===== src/rtl/keypad_scanner_4x4.sv =====
// 4x4 matrix keypad scanner: strobes one-hot-low columns, synchronizes the rows,
// classifies each full scan and debounces single-key presses and releases.
module keypad_scanner_4x4 #(
    parameter int SCAN_DIV       = 1000,
    parameter int DEBOUNCE_SCANS = 4
) (
    input  logic       clk_i,
    input  logic       rst_n_i,
    input  logic [3:0] row_i,
    output logic [3:0] col_o,
    output logic [3:0] key_code_o,
    output logic       key_valid_o,
    output logic       key_pressed_o
);

    localparam int DIV_W = $clog2(SCAN_DIV);
    localparam logic [DIV_W-1:0] DIV_LAST = DIV_W'(SCAN_DIV - 1);
    localparam logic [3:0] DEB_LIMIT = 4'(DEBOUNCE_SCANS);

    typedef enum logic [1:0] {
        ST_IDLE,
        ST_DEBOUNCE,
        ST_PRESSED,
        ST_RELEASE
    } state_t;

    logic [3:0]       row_meta, row_sync;
    logic [DIV_W-1:0] div;
    logic [1:0]       col_idx;
    logic             tc, scan_done;
    logic [1:0]       acc_cnt, scan_cnt;
    logic [3:0]       acc_code, scan_code;
    logic [2:0]       col_hits, hit_sum;
    logic [1:0]       hit_row;

    state_t     state, state_next;
    logic [3:0] cnt, cnt_next, cnt_inc;
    logic [3:0] cand, cand_next;
    logic [3:0] code_next;
    logic       valid_next;
    logic       scan_none, scan_single, cnt_reached;

    always_ff @(posedge clk_i or negedge rst_n_i) begin
        if (!rst_n_i) begin
            row_meta <= '1;
            row_sync <= '1;
        end else begin
            row_meta <= row_i;
            row_sync <= row_meta;
        end
    end

    assign tc        = (div == DIV_LAST);
    assign scan_done = tc && (col_idx == 2'd3);
    assign col_o     = ~(4'b0001 << col_idx);

    always_ff @(posedge clk_i or negedge rst_n_i) begin
        if (!rst_n_i) begin
            div      <= '0;
            col_idx  <= '0;
            acc_cnt  <= '0;
            acc_code <= '0;
        end else if (tc) begin
            div     <= '0;
            col_idx <= col_idx + 2'd1;
            if (col_idx == 2'd3) begin
                acc_cnt  <= '0;
                acc_code <= '0;
            end else begin
                acc_cnt  <= scan_cnt;
                acc_code <= scan_code;
            end
        end else begin
            div <= div + 1'b1;
        end
    end

    // Active-key count saturates at 2: only NONE/SINGLE/MULTI matter.
    always_comb begin
        col_hits = '0;
        hit_row  = '0;
        for (int unsigned r = 0; r < 4; r++) begin
            if (!row_sync[r]) begin
                col_hits = col_hits + 3'd1;
                hit_row  = 2'(r);
            end
        end
        hit_sum   = {1'b0, acc_cnt} + col_hits;
        scan_cnt  = (hit_sum >= 3'd2) ? 2'd2 : hit_sum[1:0];
        scan_code = acc_code;
        if (acc_cnt == 2'd0 && col_hits == 3'd1)
            scan_code = {hit_row, col_idx};
    end

    assign scan_none   = (scan_cnt == 2'd0);
    assign scan_single = (scan_cnt == 2'd1);
    assign cnt_inc     = (cnt == 4'hF) ? cnt : cnt + 4'd1;
    assign cnt_reached = (cnt_inc >= DEB_LIMIT);

    always_ff @(posedge clk_i or negedge rst_n_i) begin
        if (!rst_n_i) begin
            state       <= ST_IDLE;
            cnt         <= '0;
            cand        <= '0;
            key_code_o  <= '0;
            key_valid_o <= 1'b0;
        end else begin
            state       <= state_next;
            cnt         <= cnt_next;
            cand        <= cand_next;
            key_code_o  <= code_next;
            key_valid_o <= valid_next;
        end
    end

    always_comb begin
        state_next = state;
        cnt_next   = cnt;
        cand_next  = cand;
        code_next  = key_code_o;
        valid_next = 1'b0;
        if (scan_done) begin
            case (state)
                ST_IDLE: begin
                    if (scan_single) begin
                        if (DEBOUNCE_SCANS == 1) begin
                            code_next  = scan_code;
                            valid_next = 1'b1;
                            state_next = ST_PRESSED;
                        end else begin
                            cand_next  = scan_code;
                            cnt_next   = 4'd1;
                            state_next = ST_DEBOUNCE;
                        end
                    end
                end
                ST_DEBOUNCE: begin
                    if (scan_single && scan_code == cand) begin
                        cnt_next = cnt_inc;
                        if (cnt_reached) begin
                            code_next  = cand;
                            valid_next = 1'b1;
                            state_next = ST_PRESSED;
                        end
                    end else begin
                        state_next = ST_IDLE;
                    end
                end
                ST_PRESSED: begin
                    if (scan_none) begin
                        if (DEBOUNCE_SCANS == 1) begin
                            state_next = ST_IDLE;
                        end else begin
                            cnt_next   = 4'd1;
                            state_next = ST_RELEASE;
                        end
                    end
                end
                ST_RELEASE: begin
                    if (scan_none) begin
                        cnt_next = cnt_inc;
                        if (cnt_reached)
                            state_next = ST_IDLE;
                    end else begin
                        state_next = ST_PRESSED;
                    end
                end
                default: state_next = ST_IDLE;
            endcase
        end
    end

    always_comb begin
        key_pressed_o = (state == ST_PRESSED) || (state == ST_RELEASE);
    end

endmodule


===== config.mk =====
export PLATFORM = sky130hd
export DESIGN_NAME = keypad_scanner_4x4
export DESIGN_NICKNAME = d
export VERILOG_FILES = /design/src/rtl/keypad_scanner_4x4.sv
export SDC_FILE = /design/constraint.sdc
export NUM_CORES = 1
export LEC_CHECK = 0
export ABC_AREA = 1
export BUFFER_PORTS_ARGS = -buffer_cell sky130_fd_sc_hd__buf_4
export CAP_MARGIN = 5
export CORE_MARGIN = 1
export CORE_UTILIZATION = 40
export DETAILED_ROUTE_END_ITERATION = 8
export GPL_TIMING_DRIVEN = 0
export PLACE_DENSITY = 0.66
export REMOVE_ABC_BUFFERS = 1
export SETUP_SLACK_MARGIN = 0.4
export SYNTH_ARGS = -nofsm -noshare
export SYNTH_HDL_FRONTEND = slang
export SYNTH_SLANG_ARGS = --single-unit

===== constraint.sdc =====
create_clock -name clk_i -period 3.45 [get_ports clk_i]
set_input_delay 0.5175 -clock clk_i [delete_from_list [all_inputs] [get_ports clk_i]]
set_output_delay 0.5175 -clock clk_i [all_outputs]
set_load 0.01 [all_outputs]

==> out/summary.txt <==
Layout area overhead = 19.7%
Seq pwr share = 47.8%
clock sink total = 41
WS Path Type = register to register
layout cell share with drive strength beyond 1 = 31.7%
MaxCap Viol Count = 0
clk_skew = 9.12 ps
grt total ovfl = 0
number of synthesized flops with an enable pin = 0
Worst-Skew Late Latency = 300 ps
fin crit period = 2900 ps
Syn Area/Cell = 8.23 µm²
vias per cell = 4.65
synthesized area = 0.00235 mm²
internal reg-to-reg setup slack = 550 ps
Max Freq = 345 MHz
Hold WS = 194 ps
Ant. Diodes = 0
Crit Path Max Fanout = 7
post-route setup slack = 552 ps
post-layout total power = 0.00103 W
Peak VDD IR = 0.277 mV
DRC viols = 0
Die Width = 78.7 µm
RSZ-0062 raised after global routing = true
status = completed
startpoint types = register
HPWL after detailed placement = 3.07 mm
Fin. Hold Viols = 0
H-tree depth = 2
Syn Inst Count = 286
largest net degree at the start of global routing = 42
RR Startpoint = row_sync[1]
Initial Util = 42.2%
Net Sw Frac = 24.8%
CTS hold repair buffers = 0
CTS tree = yes
worst slack, placed = 163 ps
initial antenna violation count = 0
Clock power frac = 39.7%
Synth Flop Type = dfrtp_1
Hold Crit Class = input port to asynchronous set/reset pin
Synth area leaders = dfrtp_1 (35%), nand2_1 (9.9%), dfstp_2 (8.9%), inv_1 (8.6%), ha_1 (5.3%)
CTS root buffer = clkbuf_8
yosys warns = 0
library cells used by synthesis = 33
Yosys reg bits = 41
Psw = 0.000256 W
DIE AREA = 0.00620 mm²
asr flop ratio synth = 100%
Num CTS Buffers = 5
Routed Antenna Nets = 0
Placement Cell Area = 0.00255 mm²
setup tns final = 0 ps
Die Ht = 78.7 µm
sequential fraction of the synthesis area = 44.0%
worst endpoint required time = 3630 ps
fin crit share = 84.0%
gr usage total = 15.6%
Pleak = 1.39 nW
Int Power = 0.000775 W
first-pass GRT wire length = 7.52 mm
Final Max Tran Viols = 0
number of global-route vias before repair = 1740
row count = 27
Reg clk slew, reported paths = 90 ps
worst r2r dst = cnt[0]
Post-Route WL = 4.23 mm
Routability Congestion = 0.806
arrival time worst endpoint = 3070 ps
routed len/inst = 11.0 µm
worst-margin pin slew = 635 ps
worst r2r path cells = 19
cell area after layout = 0.00282 mm²
Slew headroom = 57.4%
Core Box Area = 0.00557 mm²
Comb power frac = 12.6%
CP Capture Type = register
number of DRC markers in iteration 0 = 46
DRT Pass-1 Iters = 4
vias post-DR = 1787
total I/O pin count = 16
clock buffer depth = 2
nets = 328
Synth top area share = 35.1%
Port-buffer cells = 15
power per cell area = 366 mW/mm²
filler instances = 550
# setup viols final = 0
dominant cell type by area after synthesis = dfrtp_1
layout make-up:
type                    instances  area, µm²  share of cell area, %
clock buffers                   6       82.6                   2.93
well taps                      72       90.1                   3.20
repair buffers                 19        146                   5.20
inverters                      60        233                   8.26
flip-flops and latches         41       1040                   36.8
clock inverters                 2       37.5                   1.33
multi-input cells             184       1190                   42.3
cells in the mapped netlist (2+ instances only):
library cell	count
nand2_1	62
inv_1	54
dfrtp_1	33
nand3_1	18
nand2_2	17
nor2_1	15
o21ai_0	15
ha_1	10
dfstp_2	8
a21oi_1	7
o21ai_1	7
nand3_2	6
nor2_4	5
inv_2	4
nand2_4	3
nor3_1	3
nor2_2	2
o22ai_1	2
sequential cells by signal, indices dropped and copies added (netlist names):
signal and flops:
acc_cnt 2, acc_code 4, cand 4, cnt 4, col_idx 2, div 10, key_code_o 4, key_valid_o 1
row_meta 4, row_sync 4, state 2
power by group through the flow:
stage	registers, W	logic [W]	clock network, W
after floorplan	0.000501	0.0000718	0
after global placement	0.000501	0.0000944	0
after detailed placement	0.000502	0.0000977	0
after CTS	0.000493	0.000110	0.000425
after global routing	0.000493	0.000144	0.000444
final	0.000493	0.000130	0.000409
how the worst max path moves through the flow:
| stage | start | endpoint | slack [ps] | depth (start not counted) |
|---|---|---|---|---|
| floorplan | row_sync[1] | cnt[0] | 430 | 19 |
| global placement | row_sync[1] | cnt[0] | 240 | 19 |
| detailed placement | row_sync[1] | cnt[0] | 160 | 19 |
| CTS | row_sync[0] | state[1] | 410 | 21 |
| global route | row_sync[0] | state[1] | 360 | 21 |
| finish | row_sync[1] | cnt[0] | 550 | 19 |
layer usage:
metal	share of wire [%]	global-route usage, %	vias up
met5	0	0	-
met4	2.0	6.11	0
met3	2.8	3.22	7
met2	49	26.9	16
met1	46	19.0	831
li1	-	-	933
critical path, cell delays in order (launching register included):
cell and delay, ps:
dfstp_2 540, inv_2 50, ha_4 300, inv_4 40, nand2_4 70, nand2_4 60
ha_4 240, nand2_4 60, nand2_4 50, fa_2 350, xnor2_2 180, nand2_2 90
nor2_4 130, nand2_2 70, nor2_4 130, nand2_2 80, nand2_2 90, nand2_4 80
o21ai_2 110, nand3_1 70
cells in the final DEF, fill, tap and decap left out, drive strengths merged:
cell      count
nor3          3
a21oi         8
dfstp         8
xnor2         1
fa            1
nor4          1
buf          19
and2          1
clkinvlp      1
clkbuf        6
ha           10
bufinv        1
xor2          1
inv          59
o21ai        23
o22ai         2
clkinv        1
nand3        25
nand3b        1
o211ai        1
nor2         23
nand4         1
dfrtp        33
nand2        82
cells by family after synthesis:
group	synth area share [%]
flip-flops	44.0
XOR/XNOR	0.744
AND/OR/NAND/NOR	31.5
adder cells (fa/ha/maj)	6.16
buffers and inverters	9.83
AO/OA/AOI/OAI	7.76
repair_timing:
action | CTS | global route
setup buffers | 2 | 2
resized for setup | 10 | 21
hold endpoints to repair | 0 | 0
endpoints found under the setup margin | 15 | 12
pin swaps | 8 | 15
through the flow:
step,std cells,util (%)
2_1_floorplan,285,-
3_3_place_gp,372,45.8
3_5_place_dp,372,45.8
4_1_cts,382,48.9
5_1_grt,384,50.5
6_report,384,50.5
(Power assumes the default switching activity.)
